==> src/rtl/cache_line_wb_fill_ctrl.sv <==
// cache_line_wb_fill_ctrl
// Miss-side sequencer for one cache line. On an accepted miss it writes the
// victim back to memory when it is valid, dirty and PTC-marked, then fetches
// the missed line, and emits the wb / extract / enable strobes consumed by the
// per-line V/D/PTC state machine. Every output comes straight from a register.

`timescale 1ns/1ps

module cache_line_wb_fill_ctrl #(
    parameter int ADDR_W    = 32,
    parameter int LINE_W    = 128,
    parameter int MAX_RETRY = 3
) (
    input  logic              clk,
    input  logic              rst_n,
    input  logic              miss_valid,
    output logic              miss_ready,
    input  logic [ADDR_W-1:0] miss_addr,
    input  logic [ADDR_W-1:0] victim_addr,
    input  logic [LINE_W-1:0] victim_data,
    input  logic              line_V,
    input  logic              line_D,
    input  logic              line_PTC,
    output logic              mem_req,
    output logic              mem_we,
    output logic [ADDR_W-1:0] mem_addr,
    output logic [LINE_W-1:0] mem_wdata,
    input  logic              mem_ack,
    input  logic              mem_err,
    input  logic [LINE_W-1:0] mem_rdata,
    output logic              line_wb,
    output logic              line_extract,
    output logic              line_sw,
    output logic              line_enable,
    output logic [LINE_W-1:0] fill_data,
    output logic              done,
    output logic              error
);

    typedef enum logic [2:0] {
        S_IDLE,
        S_WB,
        S_WB_UPD,
        S_FILL,
        S_DONE,
        S_ERR
    } state_t;

    localparam logic [3:0] RETRY_LIMIT = 4'(MAX_RETRY);

    state_t            state;
    logic [3:0]        retry;
    logic [3:0]        retry_inc;
    logic [ADDR_W-1:0] miss_addr_q;

    // Stores reach the line FSM from the pipeline, never from this block.
    assign line_sw = 1'b0;

    // Retry count after one more failed attempt, held at the limit.
    assign retry_inc = (retry == RETRY_LIMIT) ? retry : retry + 4'd1;

    // Sequencer: state, memory request and all line strobes in one register stage.
    always_ff @(posedge clk or negedge rst_n) begin
        if (!rst_n) begin
            state        <= S_IDLE;
            retry        <= 4'd0;
            miss_addr_q  <= '0;
            miss_ready   <= 1'b1;
            mem_req      <= 1'b0;
            mem_we       <= 1'b0;
            mem_addr     <= '0;
            mem_wdata    <= '0;
            fill_data    <= '0;
            line_wb      <= 1'b0;
            line_extract <= 1'b0;
            line_enable  <= 1'b0;
            done         <= 1'b0;
            error        <= 1'b0;
        end else begin
            // NOTE: state registers take non-blocking assignments only; the
            // defaults below make every strobe a single-cycle pulse unless a
            // branch further down re-asserts it in the same edge.
            line_wb      <= 1'b0;
            line_extract <= 1'b0;
            line_enable  <= 1'b0;
            done         <= 1'b0;
            error        <= 1'b0;

            case (state)
                S_IDLE: begin
                    if (miss_valid) begin
                        miss_ready  <= 1'b0;
                        retry       <= 4'd0;
                        miss_addr_q <= miss_addr;
                        mem_req     <= 1'b1;
                        if (line_V && line_D && line_PTC) begin
                            state     <= S_WB;
                            mem_we    <= 1'b1;
                            mem_addr  <= victim_addr;
                            mem_wdata <= victim_data;
                        end else begin
                            state    <= S_FILL;
                            mem_we   <= 1'b0;
                            mem_addr <= miss_addr;
                        end
                    end
                end

                S_WB, S_FILL: begin
                    if (!mem_req) begin
                        // Gap cycle after a failed attempt: reissue.
                        mem_req <= 1'b1;
                    end else if (mem_ack) begin
                        mem_req <= 1'b0;
                        if (mem_err) begin
                            retry <= retry_inc;
                            if (retry_inc == RETRY_LIMIT) begin
                                state <= S_ERR;
                                error <= 1'b1;
                            end
                        end else if (state == S_WB) begin
                            state       <= S_WB_UPD;
                            line_wb     <= 1'b1;
                            line_enable <= 1'b1;
                        end else begin
                            state        <= S_DONE;
                            fill_data    <= mem_rdata;
                            done         <= 1'b1;
                            line_extract <= 1'b1;
                            line_enable  <= 1'b1;
                        end
                    end
                end

                S_WB_UPD: begin
                    state    <= S_FILL;
                    retry    <= 4'd0;
                    mem_req  <= 1'b1;
                    mem_we   <= 1'b0;
                    mem_addr <= miss_addr_q;
                end

                S_DONE, S_ERR: begin
                    state      <= S_IDLE;
                    miss_ready <= 1'b1;
                    mem_we     <= 1'b0;
                end

                default: begin
                    state      <= S_IDLE;
                    miss_ready <= 1'b1;
                    mem_req    <= 1'b0;
                    mem_we     <= 1'b0;
                end
            endcase
        end
    end

endmodule

==> config.mk <==
export PLATFORM = sky130hd
export DESIGN_NAME = cache_line_wb_fill_ctrl
export DESIGN_NICKNAME = d
export VERILOG_FILES = /design/src/rtl/cache_line_wb_fill_ctrl.sv
export SDC_FILE = /design/constraint.sdc
export NUM_CORES = 1
export LEC_CHECK = 0
export ABC_AREA = 1
export BUFFER_PORTS_ARGS = -buffer_cell sky130_fd_sc_hd__buf_2
export CORE_AREA = 4 4 239 241
export DETAILED_ROUTE_END_ITERATION = 10
export DIE_AREA = 0 0 243 245
export HOLD_SLACK_MARGIN = 0.02
export SLEW_MARGIN = 20
export SYNTH_ARGS = -nofsm -noshare
export SYNTH_HDL_FRONTEND = slang
export SYNTH_SLANG_ARGS = --single-unit
export TNS_END_PERCENT = 100
==> constraint.sdc <==
create_clock -name clk -period 1.8 [get_ports clk]
set_clock_uncertainty 0.1 [all_clocks]
set_input_delay 0.36 -clock clk [delete_from_list [all_inputs] [get_ports clk]]
set_output_delay 0.36 -clock clk [all_outputs]
set_load 0.02 [all_outputs]
## After elaboration in Yosys (flattened, before gate mapping)

Cells that the tools add are included.
Widths: inputs -> output; s select.

- Logic and storage cells: 93
- Output and inout port bits: 297
- Memory bits (writable): 0
- Register bits after elaboration: 334
- ROM bits: 0
- Memories: 0
- Latch bits: 0

- $lt $le $gt $ge: 0
- Divide/modulo/power cells: 0
- Add/sub/neg operators: 1
- Mux-type cells: 45
- Eq/ne operators: 12
- Reductions and logical operators: 17
- Bitwise gates (word level): 5
- Multipliers: 0
- Shift operators: 0

Operators by type and width:

| kind | number |
|---|---|
| $mux 32 | 2 |
| $pmux 32 s2 | 1 |
| $mux 1 | 25 |
| $mux 4 | 5 |
| $mux 3 | 6 |
| $pmux 4 s3 | 1 |
| $reduce_and 2->1 | 5 |
| $reduce_and 5->1 | 2 |
| $pmux 3 s3 | 1 |
| $eq 4x2->1 const B | 2 |
| $ne 2x2->1 const B | 4 |
| $eq 3x2->1 const B | 2 |
| $eq 3x3->1 const B | 2 |
| $not 1->1 | 5 |
| $add 4x1->4 const B | 1 |
| $pmux 1 s2 | 2 |
| $pmux 1 s4 | 1 |
| $reduce_and 4->1 | 1 |
| $reduce_or 2->1 | 2 |
| $eq 3x1->1 const B | 1 |
| $logic_not 3->1 | 1 |
| $ne 3x3->1 const B | 1 |
| $reduce_and 3->1 | 1 |
| $reduce_bool 3->1 | 1 |
| other kinds (4) | 5 |

## Logic depth before layout (Yosys ltp)

Gate-level depths: netlist of the first run.

- Word-level depth: 8
- Gate-level depth with buffers: 12
- Mapped depth without buffers: 12

## Least setup slack after synthesis of the first run

Ideal clock, no wire load.

- Path type: flip-flop to flip-flop
- Start: reg state[0]
- End: reg mem_wdata[0]
- Cell stages (with the launch flop): 8
- Arrival time: 1,332 ps
- Path slack: 243 ps
- Path buffers: 2
- Clock period less this slack: 1,557 ps
- Required time: 1,575 ps
- Cell sequence: dfrtp_1 inv_2 nand3_4 inv_2 nand3_2 buf_6 buf_6 mux2_4

- Cells in the longest elaborated chain, start to end: 2

RTL lines:

| item | RTL line | RTL |
|---|---|---|
| start: declaration | 51 | `state_t state;` |
| start signal: assignment | 65 | `state <= S_IDLE;` |
| start signal: assignment | 97 | `state <= S_WB;` |
| start signal: assignment | 102 | `state <= S_FILL;` |
| $logic_not 3->1 | 89 | `case (state)` |
| $reduce_and 3->1 (no line) | n/a |  |
| end signal: assignment | 100 | `mem_wdata <= victim_data;` |
| end: declaration | 27 | `output logic [LINE_W-1:0] mem_wdata,` |

Every way passes these cells.
A chain may end at the register's enable or synchronous reset.

## Worst setup path in the final report of the first run

- Start: reg state[2]
- End: reg mem_addr[27]

- Cells in the longest elaborated chain, start to end: 3

RTL lines:

| item | RTL line | RTL |
|---|---|---|
| $eq 3x2->1 / $logic_not 3->1 (equally long branches) | 89 |  |
| $reduce_bool 2->1 (no line) / $ne 2x2->1 (equally long branches) | n/a |  |
| $reduce_and 2->1 (no line) | n/a |  |
| end signal: assignment | 99 | `mem_addr <= victim_addr;` |
| end signal: assignment | 104 | `mem_addr <= miss_addr;` |
| end signal: assignment | 140 | `mem_addr <= miss_addr_q;` |
| end: declaration | 26 | `output logic [ADDR_W-1:0] mem_addr,` |

Parallel ways exist; a longest one is shown, timed or not.

==> reports/qor.log, run 1 <==
[outcome] result of the run finished clean
[global_routing] first-pass GRT wire length 75.52 mm
[logic_synthesis] simple logic cell fraction of the synthesized area 0.1662
[clock_tree] CTS tree done
[sta] Final Hold Slack 62.16 ps
[sta] number of endpoints failing setup at the final stage 0
[logic_synthesis] proportion of netlist area held by the largest area contributor 0.6144
[logic_synthesis] register bit count reported by yosys 334
[min_path] Cells on Worst Hold Path 3
[layout] Area Growth Syn to Fin 64.25%
[drt] post-DR wirelength/cell 16.45 um
[logic_synthesis] number of synthesized flops with an enable pin 0
[logic_synthesis] dominant combinational cell family by area after synthesis simple AND/OR/NAND/NOR gates
[drt] violation count after the first detailed-route iteration 456
[global_routing] sum of overflow across all layers after global routing 0
[logic_synthesis] Synth Area in Compound Gates 0.03755
[floorplanning] Die Y 245 um
[setup_path] critical-path maximum fanout 46
[power] clock network fraction of total power 0.223
[placement] placer's final routability congestion estimate 0.8561
[logic_synthesis] Adder-Cell Fraction of Synth Area 0.0009226
[sta] FMAX 586.4 MHz
[placement] Placement Setup Slack 49.75 ps
[clock_tree] clock buffer count from CTS 37
[logic_synthesis] combined area of all synthesized cells 0.01356 sq mm
[logic_synthesis] Primary FF master, synth sky130_fd_sc_hd__dfrtp_1
[logic_synthesis] nets in the synthesized netlist 1581
[sta] fin crit share 0.9474
[power] net switching power 14.04 mW
[clock_tree] Clock Pin Slew Worst Setup and Hold Paths 60 ps
[layout] antenna cells 0
[setup_path] data required time of the critical path 2170 ps
[sta] setup repair after global routing missed its margin yes
[clock_tree] cell chosen for the clock root sky130_fd_sc_hd__clkbuf_16
[drt] # DRC 0
[placement] post-DP HPWL 33.73 mm
[floorplanning] Die ar. 0.05954 sq mm
[global_routing] via count of the first global-routing pass 13660
[clock_tree] maximum count of clock buffers along a single path 3
[power] fraction of power consumed by sequential logic 0.362
[layout] final instance area 0.02228 sq mm
[layout] Final Instance Count excl. Fillers 2949
[global_routing] pin count of the biggest net entering global routing 56
[placement] Post-Place Cells 2574
[floorplanning] Die Width 243 um
[sta] Final Worst Setup Slack 94.68 ps
[sta] number of max-slew violations in the final report 0
[global_routing] antenna violations before repair 0
[drt] remaining antenna violation count 0
[run] number of maximum-capacitance violations 0
[sta] Setup Total Neg Slack 0 ps
[floorplanning] number of rows created at floorplan 86
[layout] layout net count 2548
[logic_synthesis] cell types occupying the most area after synthesis sky130_fd_sc_hd__dfrtp_1 61%, sky130_fd_sc_hd__nand2_1 15%, sky130_fd_sc_hd__mux2_4 9.6%
[min_path] worst hold path type in -> reg
[power] cell leakage power 12.21 nW
[logic_synthesis] mux share of post-synthesis cell area 0.1348
[logic_synthesis] post-synth top area cell sky130_fd_sc_hd__dfrtp_1
[power] Switching Fraction 0.3920
[power] Final Power 35.80 mW
[logic_synthesis] area share of xor/xnor cells in the synthesized design 0
[layout] final core occ 0.4059
[power] fraction of power consumed by combinational cells 0.415
[floorplanning] effective utilization at floorplan 0.2471
[clock_tree] number of H-tree branching levels 2
[sta] Final min period 1705 ps
[sta] Fin. Hold Viols 0
[setup_path] Critical Setup Path Class reg -> reg
[setup_path] CP endpoint kind register
[logic_synthesis] sequential-to-total area share from yosys stat 0.6164
[drt] Total Routed Length 48.52 mm
[drt] total iterations of the first detailed-routing run 5
[layout] proportion of layout cells with a drive suffix above 1 0.4009
[sta] worst rel slew slack 0.6529
[power] Internal Power 21.77 mW
[setup_path] CP arrival 2070 ps
[placement] buffers added on ports 623
[floorplanning] standard cell core area 0.05488 sq mm
[logic_synthesis] YS warnings 0
[placement] placed cell area 0.01786 sq mm
[sta] Tightest Pin Transition 520.7 ps
[setup_path] crit start category register
[setup_path] Worst Reg2Reg Path Length in Cells 9
[clock_tree] Num Clock Sinks 334
[clock_tree] clock latency of the later-clocked register in the worst-skew pair 520 ps
[logic_synthesis] Post-Syn Instances 1252
[power] Power Dens Cells 1607 mW/mm^2
[floorplanning] number of ports placed on the die boundary 625
[drt] vias per inst 4.289
[power] Max rail drop VDD 1.045 mV
[global_routing] combined global-route utilization of all metal layers 0.1571
[logic_synthesis] Async SR Flop Fraction 1.000
[logic_synthesis] count of different cell masters after synthesis 31
[logic_synthesis] post-synthesis area per instance 10.83 sq um
[drt] via count 12650
cells in the final DEF, fill, tap and decap left out, drive strengths merged, types with 6 or more instances in the layout:
cell type    instances
mux2               128
buf                688
o211ai              24
nand3               26
nand2              537
mux2i                6
bufinv               6
a21oi                8
clkinv              10
dfrtp              333
clkbuf              45
o21ai               55
inv                 50
nor2                11
dlygate4sd3        306
cell usage after synthesis (2+ instances only):
library cell / count
sky130_fd_sc_hd__buf_4: 15
sky130_fd_sc_hd__nand2_1: 536
sky130_fd_sc_hd__o21ai_0: 43
sky130_fd_sc_hd__o211ai_1: 24
sky130_fd_sc_hd__nand3_1: 24
sky130_fd_sc_hd__o21ai_1: 12
sky130_fd_sc_hd__nor2_1: 9
sky130_fd_sc_hd__nand4_1: 3
sky130_fd_sc_hd__clkbuf_1: 10
sky130_fd_sc_hd__buf_6: 10
sky130_fd_sc_hd__dfrtp_1: 333
sky130_fd_sc_hd__inv_1: 41
sky130_fd_sc_hd__a21oi_1: 8
sky130_fd_sc_hd__buf_1: 2
sky130_fd_sc_hd__mux2i_1: 6
sky130_fd_sc_hd__inv_2: 7
sky130_fd_sc_hd__buf_2: 29
sky130_fd_sc_hd__mux2_4: 87
sky130_fd_sc_hd__mux2_2: 41
power by group through the flow:
stage | Combinational (mW) | Sequential, mW | Clock [mW]
after floorplan | 4.92 | 16.5 | 0
after global placement | 14.1 | 12.9 | 0
after detailed placement | 14.4 | 13.0 | 0
after CTS | 14.9 | 12.9 | 8.25
after global routing | 16.1 | 13.4 | 8.56
final | 14.9 | 13.0 | 7.98
kinds of logic (layout without fill, tap and decap cells):
kind of cell    Yosys count  after routing
buf+inv                 114           1107
mux                     134            134
simple gates            579            579
other cells               1              1
flops                   334            334
fa+ha+maj                 1              1
compound gates           89             89
worst paths after layout:
check	from	end	slack, ps
min in group asynchronous	rst_n	mem_addr[11]$_DFFE_PN0P_	260
hold / removal	victim_addr[21]	mem_addr[21]$_DFFE_PN0P_	60
setup / recovery	state[2]$_DFFE_PN0P_	mem_addr[27]$_DFFE_PN0P_	90
setup reg to reg	state[2]$_DFFE_PN0P_	mem_addr[27]$_DFFE_PN0P_	90
max in group asynchronous	rst_n	mem_wdata[37]$_DFFE_PN0P_	650
hold reg to reg	miss_addr_q[1]$_DFFE_PN0P_	miss_addr_q[1]$_DFFE_PN0P_	370
per-layer routing:
layer | GRT usage | routed length (um) | up-vias
met5 | 0 | 0 | -
met4 | 0.07825 | 2371 | 0
met3 | 0.05735 | 4155 | 141
met2 | 0.2718 | 24010 | 563
met1 | 0.1701 | 17990 | 6014
li1 | - | - | 5931
worst max-delay path, stage by stage (launching register included):
cell and delay [ps]:
sky130_fd_sc_hd__dfrtp_1 400, sky130_fd_sc_hd__inv_2 140, sky130_fd_sc_hd__nand3_4 80, sky130_fd_sc_hd__buf_4 150, sky130_fd_sc_hd__nor2_4 180, sky130_fd_sc_hd__inv_2 80
sky130_fd_sc_hd__buf_12 180, sky130_fd_sc_hd__a21oi_2 130, sky130_fd_sc_hd__o21ai_1 80, sky130_fd_sc_hd__nand3_1 90
state kept, by name, indices dropped and copies added, names as in the netlist:
| register | count |
|---|---|
| mem_addr | 32 |
| miss_ready | 1 |
| mem_we | 1 |
| state | 3 |
| line_enable | 1 |
| fill_data | 128 |
| mem_req | 1 |
| line_wb | 1 |
| mem_wdata | 128 |
| done | 1 |
| retry | 4 |
| error | 1 |
| miss_addr_q | 32 |
timing repair:
action	4_1_cts	5_1_grt
resized for setup	0	10
setup buffers	0	4
hold buffers	306	0
endpoints found under the hold margin	333	0
setup endpoints to repair	0	36
cell type report:
class / instances / area [sq um]
clock buffers: 45 / 1016
flip-flops and latches: 334 / 8359
inverters: 48 / 182.7
fillers: 5125 / 32600
clock inverters: 20 / 270.3
multi-input cells: 804 / 4647
repair buffers: 994 / 6919
well taps: 704 / 880.8
Note: power is estimated with default switching activity, not from simulation.
==> inputs of run 2 (changes only) <==
--- a/config.mk
+++ b/config.mk
@@ -5,11 +5,10 @@
 export SDC_FILE = /design/constraint.sdc
 export NUM_CORES = 1
 export LEC_CHECK = 0
-export ABC_AREA = 1
 export BUFFER_PORTS_ARGS = -buffer_cell sky130_fd_sc_hd__buf_2
-export CORE_AREA = 4 4 239 241
+export CORE_AREA = 4 4 241 243
 export DETAILED_ROUTE_END_ITERATION = 10
-export DIE_AREA = 0 0 243 245
+export DIE_AREA = 0 0 245 247
 export HOLD_SLACK_MARGIN = 0.02
 export SLEW_MARGIN = 20
 export SYNTH_ARGS = -nofsm -noshare
==> run 2 against run 1 <==
Compared with the run above: the flow now finishes with violations (negative setup slack); combinational power increased by 7%; fmax decreased by 19%; wire length increased by 0.78%; cell area increased by 1.9%; critical path depth decreased by 4; non-clock buffer count increased by 42.
==> reports/qor.log, run 2 <==
[sta] Final Hold Slack 17.16 ps
[setup_path] CP endpoint kind register
[layout] Filler cells 5110
[clock_tree] clock latency of the later-clocked register in the worst-skew pair 530 ps
[clock_tree] Num Clock Sinks 334
[min_path] worst hold path type in -> reg
[clock_tree] Clock Pin Slew Worst Setup and Hold Paths 60 ps
[clock_tree] cell chosen for the clock root sky130_fd_sc_hd__clkbuf_16
[sta] setup repair after global routing missed its margin yes
[logic_synthesis] YS warnings 0
[logic_synthesis] list of most frequent post-synthesis cells 333 x sky130_fd_sc_hd__dfrtp_1, 256 x sky130_fd_sc_hd__mux2_2, 103 x sky130_fd_sc_hd__nand2_1
[placement] placer's final routability congestion estimate 0.8278
[floorplanning] effective utilization at floorplan 0.2331
[run] number of maximum-capacitance violations 0
[sta] Tightest Pin Transition 649.2 ps
[layout] Sequential cell area 0.008361 sq mm
[power] Max rail drop VDD 0.7955 mV
[floorplanning] Die ar. 0.06052 sq mm
[power] cell leakage power 11.54 nW
[sta] Fin. Hold Viols 0
[clock_tree] clock buffer count from CTS 38
[logic_synthesis] cell types occupying the most area after synthesis sky130_fd_sc_hd__dfrtp_1 64%, sky130_fd_sc_hd__mux2_2 22%, sky130_fd_sc_hd__nand2_1 3.0%
[logic_synthesis] dominant cell by count in the synthesized netlist sky130_fd_sc_hd__dfrtp_1
[layout] registers with the most flip-flops fill_data x128, mem_wdata x128
[outcome] failing checks negative setup slack
[placement] buffers added on ports 623
[floorplanning] Die Y 247 um
[layout] commonest non-fill, non-tap cells in the layout 622 x sky130_fd_sc_hd__buf_2, 332 x sky130_fd_sc_hd__dfrtp_1, 319 x sky130_fd_sc_hd__dlygate4sd3_1
[logic_synthesis] count of different cell masters after synthesis 39
[global_routing] antenna violations before repair 2
[logic_synthesis] post-synthesis area per instance 14.62 sq um
[logic_synthesis] number of synthesized flops with an enable pin 0
[drt] # DRC 0
[drt] vias per inst 4.248
[clock_tree] maximum count of clock buffers along a single path 3
[logic_synthesis] Async SR Flop Fraction 1.000
[sta] worst rel slew slack 0.5672
[layout] Multi-input gate area 0.004669 sq mm
[setup_path] CP arrival 2420 ps
[placement] post-DP HPWL 31.31 mm
[global_routing] via count of the first global-routing pass 12570
[setup_path] crit start category register
[logic_synthesis] post-synth top area cell sky130_fd_sc_hd__dfrtp_1
[drt] post-DR wirelength/cell 18.11 um
[logic_synthesis] Primary FF master, synth sky130_fd_sc_hd__dfrtp_1
[power] Final Power 37.09 mW
[sta] number of endpoints failing setup at the final stage 307
[sta] number of max-slew violations in the final report 0
[logic_synthesis] Post-Syn Instances 892
[clock_tree] CTS tree done
[global_routing] pin count of the biggest net entering global routing 70
[global_routing] first-pass GRT wire length 71.69 mm
[sta] Final Worst Setup Slack -308.1 ps
[drt] via count 11470
[sta] Final min period 2108 ps
[layout] most common library cell in the layout ignoring fill and taps sky130_fd_sc_hd__buf_2
[floorplanning] Die Width 245 um
[logic_synthesis] nets in the synthesized netlist 1221
[setup_path] Critical Setup Path Class reg -> reg
[logic_synthesis] proportion of netlist area held by the largest area contributor 0.6390
[layout] proportion of layout cells with a drive suffix above 1 0.5383
[floorplanning] standard cell core area 0.05595 sq mm
[layout] Area Growth Syn to Fin 74.03%
[sta] FMAX 474.4 MHz
[floorplanning] number of rows created at floorplan 87
[drt] Total Routed Length 48.90 mm
[drt] violation count after the first detailed-route iteration 319
[setup_path] critical-path maximum fanout 22
[global_routing] combined global-route utilization of all metal layers 0.1488
[drt] remaining antenna violation count 0
[logic_synthesis] combined area of all synthesized cells 0.01304 sq mm
[sta] fin crit share 1.171
[outcome] result of the run complete, but fails checks
[setup_path] FF-to-FF setup slack -310 ps
[layout] layout net count 2244
[logic_synthesis] register bit count reported by yosys 334
[setup_path] data required time of the critical path 2110 ps
[global_routing] sum of overflow across all layers after global routing 0
[drt] total iterations of the first detailed-routing run 4
[logic_synthesis] sequential-to-total area share from yosys stat 0.6410
[power] Power Dens Cells 1635 mW/mm^2
[floorplanning] number of ports placed on the die boundary 625
[clock_tree] number of H-tree branching levels 2
## run 2: final timing paths
path / start / to / cells after the start
max: state[2]$_DFFE_PN0P_ / mem_wdata[38]$_DFFE_PN0P_ / 5
min: victim_addr[22] / mem_addr[22]$_DFFE_PN0P_ / 3
min reg2reg: miss_addr_q[30]$_DFFE_PN0P_ / miss_addr_q[30]$_DFFE_PN0P_ / 2
max reg2reg: state[2]$_DFFE_PN0P_ / mem_wdata[38]$_DFFE_PN0P_ / 5
min in group asynchronous: rst_n / mem_wdata[90]$_DFFE_PN0P_ / 2
max in group asynchronous: rst_n / fill_data[113]$_DFFE_PN0P_ / 4
## run 2: layout make-up
class                           count  area share
Sequential cell                   334      0.3684
Timing Repair Buffer             1036      0.3294
Multi-Input combinational cell    505      0.2058
Clock buffer                       59     0.04984
Tap cell                          756     0.04168
Clock inverter                      9    0.004797
Antenna cell                        1   0.0001103
## run 2: power breakdown
group / leakage, nW / total, mW / switching, mW / internal (mW)
Sequential: 4.22 / 13.4 / 2.21 / 11.2
Clock: 0.605 / 7.74 / 3.13 / 4.62
Combinational: 6.72 / 16.0 / 8.84 / 7.15
Total: 11.5 / 37.1 / 14.2 / 22.9
## run 2: routing by layer
metal  wire [um]  vias to the layer above  global-route usage  part of all wire
met5          12                        -                   0           0.00025
met4        1933                        2             0.06545             0.040
met3        3171                      114             0.03719             0.065
met2       25430                      473              0.2683              0.52
met1       18350                     5685              0.1667              0.38
li1            -                     5196                   -                 -
## run 2: worst max-delay path, stage by stage (launching register included)
cell	delay, ps
sky130_fd_sc_hd__dfrtp_1	390
sky130_fd_sc_hd__or4b_4	560
sky130_fd_sc_hd__nor2_4	160
sky130_fd_sc_hd__buf_12	190
sky130_fd_sc_hd__buf_12	200
sky130_fd_sc_hd__mux2_2	360
## run 2: timing repair
action / in CTS / in global routing
hold buffers: 319 / 0
endpoints found under the hold margin: 565 / 0
pin swaps: 1 / 2
setup endpoints to repair: 285 / 293
buffers inserted: 4 / 8
gates resized for setup: 13 / 93
cloned: 4 / 5
## run 2: metrics by stage
step                        util  setup WS, ps  instances  setup TNS (ps)  area (sq um)
after floorplan                -        -198.3        892          -23640         13130
after global placement    0.3139        -294.6       2293          -42830         17570
after detailed placement  0.3139        -328.5       2293          -49740         17570
after CTS                 0.3968        -306.1       2688          -46270         22200
after global routing      0.4055        -340.9       2699          -71210         22690
final                     0.4056        -308.1       2700          -54820         22690
## run 2: cell families (layout without fill, tap and decap cells)
family,count (synthesis),after routing,share of synthesized area
flip-flops,334,334,0.6410
multiplexers,288,288,0.2456
AND/OR/NAND/NOR,134,134,0.04663
AO/OA/AOI/OAI,80,80,0.03800
buffers and inverters,53,1104,0.02677
adder cells (fa/ha/maj),1,1,0.0009594
other,1,2,0.0002876
XOR/XNOR,1,1,0.0006718
==> inputs of run 3 (changes only) <==
--- a/config.mk
+++ b/config.mk
@@ -6,10 +6,14 @@
 export NUM_CORES = 1
 export LEC_CHECK = 0
 export BUFFER_PORTS_ARGS = -buffer_cell sky130_fd_sc_hd__buf_2
-export CORE_AREA = 4 4 241 243
+export CELL_PAD_IN_SITES_DETAIL_PLACEMENT = 1
+export CELL_PAD_IN_SITES_GLOBAL_PLACEMENT = 1
+export CORE_AREA = 2 2 245 247
 export DETAILED_ROUTE_END_ITERATION = 10
-export DIE_AREA = 0 0 245 247
+export DIE_AREA = 0 0 247 249
+export GPL_TIMING_DRIVEN = 1
 export HOLD_SLACK_MARGIN = 0.02
+export PLACE_DENSITY_LB_ADDON = 0.1
 export SLEW_MARGIN = 20
 export SYNTH_ARGS = -nofsm -noshare
 export SYNTH_HDL_FRONTEND = slang
==> run 3 against run 2 <==
Compared with the run above: the run still ends with negative setup slack left; cell area is 0.30% lower; global-route usage increased by 2.0 points; non-clock buffer count is 3 lower; clock power rose by 6.5%; worst hold slack gained 73 ps; wire length up 8.8%; fmax grew 1.4%; highest routed layer unchanged.
==> reports/qor.log, run 3 (synthesis gave the netlist of run 2 again) <==
[clock_tree] clock buffer count from CTS 42
[setup_path] cells along the critical path or4b_4, nor2_4, buf_12, buf_16, mux2_2
[layout] commonest non-fill, non-tap cells in the layout 622 x sky130_fd_sc_hd__buf_2, 332 x sky130_fd_sc_hd__dfrtp_1, 322 x sky130_fd_sc_hd__dlygate4sd3_1
[clock_tree] Clock Pin Slew Worst Setup and Hold Paths 60 ps
[outcome] failing checks negative setup slack
[clock_tree] clock latency of the later-clocked register in the worst-skew pair 560 ps
[setup_path] Critical Setup Path Class reg -> reg
[run] number of maximum-capacitance violations 0
[min_path] worst hold path type in -> reg
[setup_path] data required time of the critical path 2120 ps
[setup_path] count of buffering cells on the critical path with inverters included 2
[layout] registers with the most flip-flops fill_data x128, mem_wdata x128
[global_routing] via count of the first global-routing pass 12680
[floorplanning] Die Y 249 um
[drt] total iterations of the first detailed-routing run 4
[sta] number of max-slew violations in the final report 0
[layout] layout net count 2245
[setup_path] CP endpoint kind register
[drt] vias per inst 4.164
[sta] worst rel slew slack 0.5319
[drt] via count 11340
[drt] # DRC 0
[floorplanning] Die ar. 0.06150 sq mm
[layout] final instance area 0.02263 sq mm
[power] Max rail drop VDD 0.9045 mV
[drt] violation count after the first detailed-route iteration 253
[floorplanning] effective utilization at floorplan 0.2222
[power] cell leakage power 11.41 nW
[global_routing] first-pass GRT wire length 79.23 mm
[setup_path] delay of the slowest cell on the worst path 560 ps
[clock_tree] number of H-tree branching levels 2
[placement] Placement Setup Slack -293.6 ps
[floorplanning] number of rows created at floorplan 89
[setup_path] crit start category register
[sta] Final Worst Setup Slack -279.3 ps
[floorplanning] standard cell core area 0.05869 sq mm
[setup_path] beginning of the worst register-to-register path state[2]$_DFFE_PN0P_
[placement] placer's final routability congestion estimate 0.7838
[placement] Post-Place Cells 2304
[sta] fin crit share 1.155
[setup_path] critical-path maximum fanout 29
[sta] Fin. Hold Viols 0
[sta] Final min period 2079 ps
[sta] Setup Total Neg Slack -42960 ps
[floorplanning] Die Width 247 um
[sta] Tightest Pin Transition 702.2 ps
[global_routing] combined global-route utilization of all metal layers 0.1692
[floorplanning] number of ports placed on the die boundary 625
[sta] setup repair after global routing missed its margin yes
[min_path] startpoint of the worst hold path mem_ack
[layout] most common library cell in the layout ignoring fill and taps sky130_fd_sc_hd__buf_2
[clock_tree] cell chosen for the clock root sky130_fd_sc_hd__clkbuf_16
[sta] Final Hold Slack 89.84 ps
[placement] post-DP HPWL 38.67 mm
[layout] Filler cells 6400
[power] Power Dens Cells 1640 mW/mm^2
[drt] remaining antenna violation count 0
[setup_path] slowest stage cell, crit path sky130_fd_sc_hd__or4b_4
[global_routing] sum of overflow across all layers after global routing 0
[drt] Total Routed Length 53.22 mm
[setup_path] gate family responsible for the most delay along the worst path simple AND/OR/NAND/NOR gates
[layout] Final Instance Count excl. Fillers 2723
[clock_tree] CTS tree done
[clock_tree] Num Clock Sinks 334
[placement] placed cell area 0.01764 sq mm
[sta] FMAX 480.9 MHz
[global_routing] pin count of the biggest net entering global routing 65
[layout] proportion of layout cells with a drive suffix above 1 0.5321
[layout] Sequential cell area 0.008361 sq mm
[placement] buffers added on ports 623
[sta] number of endpoints failing setup at the final stage 282
[outcome] result of the run complete, but fails checks
[layout] Multi-input gate area 0.004442 sq mm
[clock_tree] maximum count of clock buffers along a single path 3
[setup_path] Crit. Startpoint state[2]$_DFFE_PN0P_
[drt] post-DR wirelength/cell 19.54 um
[setup_path] FF-to-FF setup slack -280 ps
[global_routing] antenna violations before repair 4
[setup_path] CP arrival 2400 ps
[layout] Area Growth Syn to Fin 73.51%
run 3: power breakdown:
| group | internal, mW | switching (mW) | total (mW) |
|---|---|---|---|
| clock | 4.91 | 3.33 | 8.24 |
| combinational | 6.70 | 9.09 | 15.8 |
| sequential | 11.1 | 1.92 | 13.1 |
run 3: repair_timing:
| item | 4_1_cts | 5_1_grt |
|---|---|---|
| hold buffers | 322 | 0 |
| cloned | 3 | 5 |
| resized for setup | 11 | 26 |
| setup buffers | 4 | 8 |
| hold endpoints to repair | 550 | 0 |
| endpoints found under the setup margin | 257 | 324 |
| pin swaps | 1 | 0 |
run 3: cell type report:
class                      count  share of cell area
timing repair buffer        1033              0.3327
multi-input combinational    505              0.1963
tap                          773             0.04275
antenna                        3           0.0003318
clock inverter                 4            0.002157
sequential                   334              0.3695
clock buffer                  71             0.05619
run 3: tightest hold or removal path, cell delays in order:
cell and delay (ps):
sky130_fd_sc_hd__buf_2 110, sky130_fd_sc_hd__nand2_1 90, sky130_fd_sc_hd__buf_4 120, sky130_fd_sc_hd__nor3_1 40
run 3: final timing paths:
kind / cells past startpoint / endpoint
min: 4 / line_enable$_DFF_PN0_
max in group asynchronous: 4 / fill_data[109]$_DFFE_PN0P_
max: 5 / mem_wdata[126]$_DFFE_PN0P_
min reg2reg: 2 / miss_addr_q[16]$_DFFE_PN0P_
min in group asynchronous: 2 / mem_wdata[119]$_DFFE_PN0P_
max reg2reg: 5 / mem_wdata[126]$_DFFE_PN0P_
run 3: layer usage:
metal | GRT usage | vias to the layer above | share of wire
li1 | - | 5202 | -
met1 | 0.1910 | 5706 | 0.38
met2 | 0.3067 | 348 | 0.52
met3 | 0.04460 | 80 | 0.063
met4 | 0.05404 | 2 | 0.029
met5 | 0 | - | 0.00024
run 3: through the flow:
| stage | utilization | power [mW] |
|---|---|---|
| floorplan | - | 21.50 |
| global placement | 0.3006 | 27.99 |
| detailed placement | 0.3006 | 28.20 |
| CTS | 0.3813 | 37.52 |
| global route | 0.3855 | 39.34 |
| finish | 0.3855 | 37.10 |
